### src/rtl/grid2048_pkg.sv
// Shared encodings and helpers for the 2048 game core.
package grid2048_pkg;

  localparam logic [1:0] DIR_LEFT  = 2'd0;
  localparam logic [1:0] DIR_RIGHT = 2'd1;
  localparam logic [1:0] DIR_UP    = 2'd2;
  localparam logic [1:0] DIR_DOWN  = 2'd3;

  localparam logic [15:0] SEED_DEFAULT = 16'hACE1;
  // Right-shifting Galois form of x^16 + x^14 + x^13 + x^11 + 1
  localparam logic [15:0] LFSR_TAPS    = 16'hB400;

  typedef enum logic [2:0] {
    S_INIT_CLR, S_INIT_SPAWN, S_IDLE, S_MOVE, S_SPAWN, S_CHECK, S_OVER
  } state_e;

  function automatic logic [15:0] lfsr_next(input logic [15:0] s);
    return (s >> 1) ^ (s[0] ? LFSR_TAPS : 16'h0000);
  endfunction

endpackage

### src/rtl/grid2048_line_merge.sv
// Combinational compact/merge of one line; element 0 is the destination edge.
module grid2048_line_merge import grid2048_pkg::*; #(
  parameter int N       = 4,
  parameter int EXP_W   = 4,
  parameter int SCORE_W = 16
) (
  input  logic [N-1:0][EXP_W-1:0] line_i,
  output logic [N-1:0][EXP_W-1:0] line_o,
  output logic [SCORE_W-1:0]      score_inc_o,
  output logic                    changed_o,
  output logic [EXP_W-1:0]        max_exp_o
);
  localparam int KW = $clog2(N + 1);
  localparam logic [EXP_W-1:0] MAXE = '1;

  // cmp/res carry one spare slot so the i+1 look-ahead never leaves the array
  logic [N:0][EXP_W-1:0] cmp, res;
  logic [KW-1:0]         k;
  logic                  skip;
  logic [EXP_W-1:0]      nexp;
  logic [SCORE_W:0]      acc, term;

  // Compact, then merge pairs from the edge outward; a merged tile is skipped
  always_comb begin
    cmp = '0; res = '0; k = '0; skip = 1'b0; nexp = '0;
    acc = '0; term = '0; max_exp_o = '0;
    for (int i = 0; i < N; i++) begin
      if (line_i[i] != '0) begin
        cmp[k] = line_i[i];
        k = k + 1'b1;
      end
    end
    k = '0;
    for (int i = 0; i < N; i++) begin
      if (skip) begin
        skip = 1'b0;
      end else if (cmp[i] != '0) begin
        if (cmp[i+1] == cmp[i] && cmp[i] != MAXE) begin
          nexp   = cmp[i] + 1'b1;
          res[k] = nexp;
          skip   = 1'b1;
          if (nexp > max_exp_o) max_exp_o = nexp;
          if (int'(nexp) >= SCORE_W) term = {1'b0, {SCORE_W{1'b1}}};
          else                       term = (SCORE_W+1)'(1) << nexp;
          acc = acc + term;
          if (acc[SCORE_W]) acc = {1'b0, {SCORE_W{1'b1}}};
        end else begin
          res[k] = cmp[i];
        end
        k = k + 1'b1;
      end
    end
    line_o      = res[N-1:0];
    score_inc_o = acc[SCORE_W-1:0];
    changed_o   = (res[N-1:0] != line_i);
  end

endmodule

### src/rtl/grid2048_engine.sv
// 2048 core: grid storage, move sequencing, tile spawn and game-over scan.
module grid2048_engine import grid2048_pkg::*; #(
  parameter int          N       = 4,
  parameter int          EXP_W   = 4,
  parameter int          SCORE_W = 16,
  parameter int          WIN_EXP = 11,
  parameter logic [15:0] SEED    = SEED_DEFAULT
) (
  input  logic                      clk,
  input  logic                      rst,
  input  logic                      move_valid,
  input  logic [1:0]                move_dir,
  output logic                      move_ready,
  input  logic [$clog2(N*N)-1:0]    rd_idx,
  output logic [EXP_W-1:0]          rd_exp,
  output logic [SCORE_W-1:0]        score,
  output logic                      moved,
  output logic                      won,
  output logic                      game_over
);
  localparam int NN = N * N;
  localparam int CW = $clog2(NN);
  localparam int LW = $clog2(N);

  state_e                      state_q, state_d;
  logic [NN-1:0][EXP_W-1:0]    grid_q, grid_d;
  logic [1:0]                  dir_q, dir_d;
  logic [LW-1:0]               line_q, line_d;
  logic                        chg_q, chg_d, moved_q, moved_d;
  logic                        won_q, won_d, over_q, over_d;
  logic                        alive_q, alive_d, spn_q, spn_d;
  logic [SCORE_W-1:0]          score_q, score_d;
  logic [CW-1:0]               scan_q, scan_d, chk_q, chk_d;
  logic [15:0]                 lfsr_q;

  logic [N-1:0][CW-1:0]        cidx;
  logic [N-1:0][EXP_W-1:0]     ln_in, ln_out;
  logic [SCORE_W-1:0]          ln_inc;
  logic                        ln_chg;
  logic [EXP_W-1:0]            ln_max;
  logic [SCORE_W:0]            sum;
  logic [CW-1:0]               scan_start, scan_nxt;
  logic [EXP_W-1:0]            spawn_val, cur_v;
  logic                        cur_alive, col_last, row_last;

  assign move_ready = (state_q == S_IDLE);
  assign rd_exp     = grid_q[rd_idx];
  assign score      = score_q;
  assign moved      = moved_q;
  assign won        = won_q;
  assign game_over  = over_q;

  assign scan_start = CW'(lfsr_q % NN);
  assign scan_nxt   = (int'(scan_q) == NN-1) ? '0 : scan_q + 1'b1;
  assign spawn_val  = (lfsr_q[3:0] == 4'd0) ? EXP_W'(2) : EXP_W'(1);

  // Gather the current line in order of motion (element 0 = destination edge)
  always_comb begin
    cidx = '0; ln_in = '0;
    for (int e = 0; e < N; e++) begin
      unique case (dir_q)
        DIR_LEFT:  cidx[e] = CW'(int'(line_q) * N + e);
        DIR_RIGHT: cidx[e] = CW'(int'(line_q) * N + (N-1-e));
        DIR_UP:    cidx[e] = CW'(e * N + int'(line_q));
        default:   cidx[e] = CW'((N-1-e) * N + int'(line_q));
      endcase
      ln_in[e] = grid_q[cidx[e]];
    end
  end

  grid2048_line_merge #(.N(N), .EXP_W(EXP_W), .SCORE_W(SCORE_W)) u_merge (
    .line_i(ln_in), .line_o(ln_out), .score_inc_o(ln_inc),
    .changed_o(ln_chg), .max_exp_o(ln_max)
  );

  // Liveness of the scanned cell: empty, or equal to right/lower neighbour
  always_comb begin
    cur_v     = grid_q[chk_q];
    col_last  = (int'(chk_q) % N) == N-1;
    row_last  = int'(chk_q) >= NN-N;
    cur_alive = (cur_v == '0)
             || (!col_last && cur_v == grid_q[CW'(int'(chk_q) + 1)])
             || (!row_last && cur_v == grid_q[CW'(int'(chk_q) + N)]);
  end

  // Next-state and datapath updates for every state
  always_comb begin
    state_d = state_q; grid_d = grid_q; dir_d = dir_q; line_d = line_q;
    chg_d = chg_q; score_d = score_q; moved_d = 1'b0; won_d = won_q;
    over_d = over_q; scan_d = scan_q; chk_d = chk_q; alive_d = alive_q;
    spn_d = spn_q; sum = '0;
    unique case (state_q)
      S_INIT_CLR: begin
        grid_d  = '0;
        scan_d  = scan_start;
        spn_d   = 1'b0;
        state_d = S_INIT_SPAWN;
      end
      S_INIT_SPAWN, S_SPAWN: begin
        if (grid_q[scan_q] == '0) begin
          grid_d[scan_q] = spawn_val;
          if (state_q == S_SPAWN) begin
            chk_d   = '0;
            alive_d = 1'b0;
            state_d = S_CHECK;
          end else if (spn_q) begin
            state_d = S_IDLE;
          end else begin
            spn_d  = 1'b1;
            scan_d = scan_start;
          end
        end else begin
          scan_d = scan_nxt;
        end
      end
      S_IDLE: begin
        if (move_valid) begin
          dir_d   = move_dir;
          line_d  = '0;
          chg_d   = 1'b0;
          state_d = S_MOVE;
        end
      end
      S_MOVE: begin
        for (int e = 0; e < N; e++) grid_d[cidx[e]] = ln_out[e];
        sum     = {1'b0, score_q} + {1'b0, ln_inc};
        score_d = sum[SCORE_W] ? '1 : sum[SCORE_W-1:0];
        if (int'(ln_max) >= WIN_EXP) won_d = 1'b1;
        chg_d = chg_q | ln_chg;
        if (int'(line_q) == N-1) begin
          if (chg_q | ln_chg) begin
            moved_d = 1'b1;
            scan_d  = scan_start;
            state_d = S_SPAWN;
          end else begin
            state_d = S_IDLE;
          end
        end else begin
          line_d = line_q + 1'b1;
        end
      end
      S_CHECK: begin
        alive_d = alive_q | cur_alive;
        chk_d   = chk_q + 1'b1;
        if (int'(chk_q) == NN-1) begin
          if (alive_q | cur_alive) begin
            state_d = S_IDLE;
          end else begin
            over_d  = 1'b1;
            state_d = S_OVER;
          end
        end
      end
      S_OVER: ;
      default: state_d = S_INIT_CLR;
    endcase
  end

  // FSM state register
  always_ff @(posedge clk) begin
    if (rst) state_q <= S_INIT_CLR;
    else     state_q <= state_d;
  end

  // Grid only changes while clearing, moving or spawning
  always_ff @(posedge clk) begin
    if (rst) grid_q <= '0;
    else if (state_q inside {S_INIT_CLR, S_INIT_SPAWN, S_MOVE, S_SPAWN})
      grid_q <= grid_d;
  end

  // Spawn LFSR free-runs every cycle out of reset
  always_ff @(posedge clk) begin
    if (rst) lfsr_q <= SEED;
    else     lfsr_q <= lfsr_next(lfsr_q);
  end

  // Control/status registers
  always_ff @(posedge clk) begin
    if (rst) begin
      dir_q <= DIR_LEFT; line_q <= '0; chg_q <= 1'b0; moved_q <= 1'b0;
      won_q <= 1'b0; over_q <= 1'b0; alive_q <= 1'b0; spn_q <= 1'b0;
      score_q <= '0; scan_q <= '0; chk_q <= '0;
    end else begin
      dir_q <= dir_d; line_q <= line_d; chg_q <= chg_d; moved_q <= moved_d;
      won_q <= won_d; over_q <= over_d; alive_q <= alive_d; spn_q <= spn_d;
      score_q <= score_d; scan_q <= scan_d; chk_q <= chk_d;
    end
  end

endmodule

### config.mk
export PLATFORM = sky130hd
export DESIGN_NAME = grid2048_engine
export DESIGN_NICKNAME = d
export VERILOG_FILES = /design/src/rtl/grid2048_pkg.sv /design/src/rtl/grid2048_line_merge.sv /design/src/rtl/grid2048_engine.sv
export SDC_FILE = /design/constraint.sdc
export NUM_CORES = 1
export LEC_CHECK = 0
export ABC_CLOCK_PERIOD_IN_PS = 16100
export CELL_PAD_IN_SITES_DETAIL_PLACEMENT = 1
export CELL_PAD_IN_SITES_GLOBAL_PLACEMENT = 1
export CORE_MARGIN = 8
export CORE_UTILIZATION = 32
export CTS_BUF_LIST = sky130_fd_sc_hd__clkbuf_16
export DETAILED_ROUTE_END_ITERATION = 10
export MAX_ROUTING_LAYER = met4
export PLACE_DENSITY = 0.7
export SYNTH_ARGS = -nofsm -noshare
export SYNTH_HDL_FRONTEND = slang
export SYNTH_SLANG_ARGS = --single-unit
### constraint.sdc
create_clock -name clk -period 16.1 [get_ports clk]
set_input_delay 2.415 -clock clk [delete_from_list [all_inputs] [get_ports clk]]
set_output_delay 2.415 -clock clk [all_outputs]
set_load 0.05 [all_outputs]
==> impl_metrics.yaml <==
global_route:
  grt_util_all_layers_pct: 31.8
  first_global_vias: 22900
  overflow: 0
  grt_pass1_wl_um: 151000
  grt_max_degree: 71
  antenna_found_initial: 4
clock_network:
  cts_hold_buf: 0
  cts.sinks: 117
  numCtsBuffers: 17
  cts_tree: "built"
  cts-root-buf: "clkbuf_16"
  clk_latency_ns: 0.47
  ctsHtreeMaxLevel: 4
  clock_path_buffers: 2
  path_clk_slew_ns: 0.06
worst_setup_path:
  regToRegStartpoint: "dir_q[1]"
  crit_path_start_kind: "flip-flop"
  crit_arrival_ns: 16.15
  critPathBufInv: 9
  crit_top_cell: "o21ai_2"
  reg2reg_depth: 95
  critPathMaxStageDelay_ns: 0.57
  end_kind: "flip-flop"
  crit_fanout: 8
  worst_path_max_delay_cell: "or4_4"
  critical_path.startpoint: "dir_q[1]"
  path_delay_family: "compound AO/OA/AOI/OAI gates"
  crit_cells: 95
  crit-reg2reg-capture: "score[10]"
  endpoint: "score[10]"
  worstSetupPathType: "reg2reg"
  regToRegSetupSlack_ns: 0.24
  required_ns: 16.40
yosys:
  ys_warn_count: 0
  yosysMostFrequentCell: "nor2_1"
  syn-cell-area_sq_um: 18100
  ys_types: 108
  synth_edf_count: 0
  syn_inst: 2418
  ys_ff_latch: 117
  yosys-top-cells-area: "dfxtp_1, ha_1, mux4_2"
  synth-main-ff-cell: "dfxtp_1"
  yosys.area.top_type: "dfxtp_1"
  avgSynthCellArea_sq_um: 7.49
  ys_seq_area_share_pct: 12.9
  async_reset_ff_share_pct: 0
  synth.top_cell.area_share_pct: 12.9
  syn-num-nets: 2547
  yosys-top-cells-count: "nor2_1, nand2_1, a21oi_1"
detailed_routing:
  drt_iter0_markers: 2416
  detail-route-antenna-nets: 0
  wl_per_cell_um: 29.1
  routed_wl_um: 104000
  avgViaCountPerCell: 6.42
  vias: 23100
  drc_errors: 0
  drt_pass1_iterations: 7
sta:
  finClkSkew_ns: 0.0251
  hold_violations: 0
  maxSlewHeadroom_pct: 16.5
  clock.fmax_mhz: 63.1
  worstMarginPinSlew_ns: 1.23
  drv_slew: 0
  finalCriticalPeriod_ns: 15.86
  setup_ws_ns: 0.245
  rsz0062_at_grt: "yes"
  setup_viol: 0
  fin_crit_sh_pct: 98.5
placed_design:
  place_ws_ns: -1.29
  place_inst: 3505
  place_hpwl_um: 81300
  place.gp.congestion: 1.07
  port_buffers: 32
die:
  ios: 33
  die_w_um: 254
  die_area_sq_um: 64500
  die_y_um: 254
  rows: 87
  start_util_pct: 32.3
  fp.coreArea_sq_um: 56200
pwr:
  irDropWorstVdd_uv: 241
  pwr_density_cell_nw_per_um2: 253
  leakagePower_nw: 9.94
final_layout:
  area_growth_pct: 31.8
  stdcell_count: 3593
  drive_gt1_share_pct: 30.0
  finish.utilization_pct: 42.5
  fin_nets: 2950
status:
  outcome: "finished clean"
run:
  drv_cap: 0
worst_hold_path:
  hold_class: "reg2reg"
[layer usage]
layer,routed length (um),up-vias,global-route usage [%],share of wire [%]
met1,44100,11600,40.8,42
li1,-,9930,-,-
met5,0,-,-,0
met4,4440,0,11.8,4.2
met3,8990,288,5.67,8.6
met2,47000,1243,49.5,45
[flip-flops by register name (all words and copies together) (netlist names)]
name	flops
chk_q	4
score	16
scan_q	4
won	1
line_q	2
chg_q	1
dir_q	2
lfsr_q	16
alive_q	1
grid_q	64
state_q	3
game_over	1
spn_q	1
moved	1
[repair_timing]
item,CTS,global route
pin swaps,16,71
cloned,0,3
endpoints found under the setup margin,16,16
resized for setup,37,115
setup buffers,10,40
[placed cells by master (no fill, tap or decap), types with 21 or more instances in the layout]
master           synthesis  final
inv_1                   85     76
mux2i_1                 75     72
clkbuf_16                0     21
buf_4                   15    523
nor2_1                 231    226
xnor2_1                 56     56
and3_1                  54     52
clkdlybuf4s50_1          0     31
nor2b_1                 35     31
mux4_2                  64     64
nand3_1                 54     53
o21bai_1                22     22
a21o_1                  28     28
a21oi_1                173    158
nor3_1                  53     49
o21ai_0                162    136
and2_1                  40     39
nand2_1                198    195
o21ai_1                  8     21
a211oi_1                64     56
ha_1                   116    108
nand2b_1                47     46
a31oi_1                 30     28
dfxtp_1                117    112
a22oi_1                 35     34
o211ai_1                43     43
[report_power, final]
| group | internal [W] | switching (W) | total (W) |
|---|---|---|---|
| combinational | 0.00204 | 0.00321 | 0.00525 |
| sequential | 0.000322 | 0.0000504 | 0.000372 |
| clock | 0.000242 | 0.000181 | 0.000423 |
| total | 0.00260 | 0.00344 | 0.00605 |
[how the worst min path moves through the flow]
stage | endpoint | slack [ns] | from | depth (start not counted)
finish | lfsr_q[11] | 0.41 | lfsr_q[12] | 1
global placement | lfsr_q[6] | 0.39 | lfsr_q[7] | 1
floorplan | lfsr_q[11] | 0.39 | lfsr_q[12] | 1
detailed placement | lfsr_q[11] | 0.40 | lfsr_q[12] | 1
global route | lfsr_q[5] | 0.44 | lfsr_q[6] | 1
CTS | lfsr_q[11] | 0.41 | lfsr_q[12] | 1
[per-stage QoR]
step                hold slack, ns  TNS [ns]  total power (W)  cell area [sq um]
CTS                          0.411         0          0.00565              23100
global placement             0.391     -8.81          0.00506              22400
global route                 0.441     -9.45          0.00636              23900
detailed placement           0.396    -19.80          0.00519              22400
floorplan                    0.389         0          0.00311              18200
finish                       0.410         0          0.00605              23900
[kinds of logic (layout without fill, tap and decap cells)]
group,after synthesis,after routing,share of synthesized area [%]
AO/OA/AOI/OAI,843,843,32.3
AND/OR/NAND/NOR,817,817,22.2
buffers and inverters,282,698,6.80
multiplexers,163,163,13.7
adder cells (fa/ha/maj),120,120,8.45
flip-flops,117,117,12.9
XOR/XNOR,76,76,3.67
other,0,3,0
[cell type report]
cell class                 count  area, sq um
multi-input combinational   2019        15000
fill                        6840        32300
timing repair buffer         575         4580
inverter                      91          349
sequential                   117         2360
antenna                        3         7.51
clock inverter                14          163
tap                          756          946
clock buffer                  18          450
(Power assumes the default switching activity.)
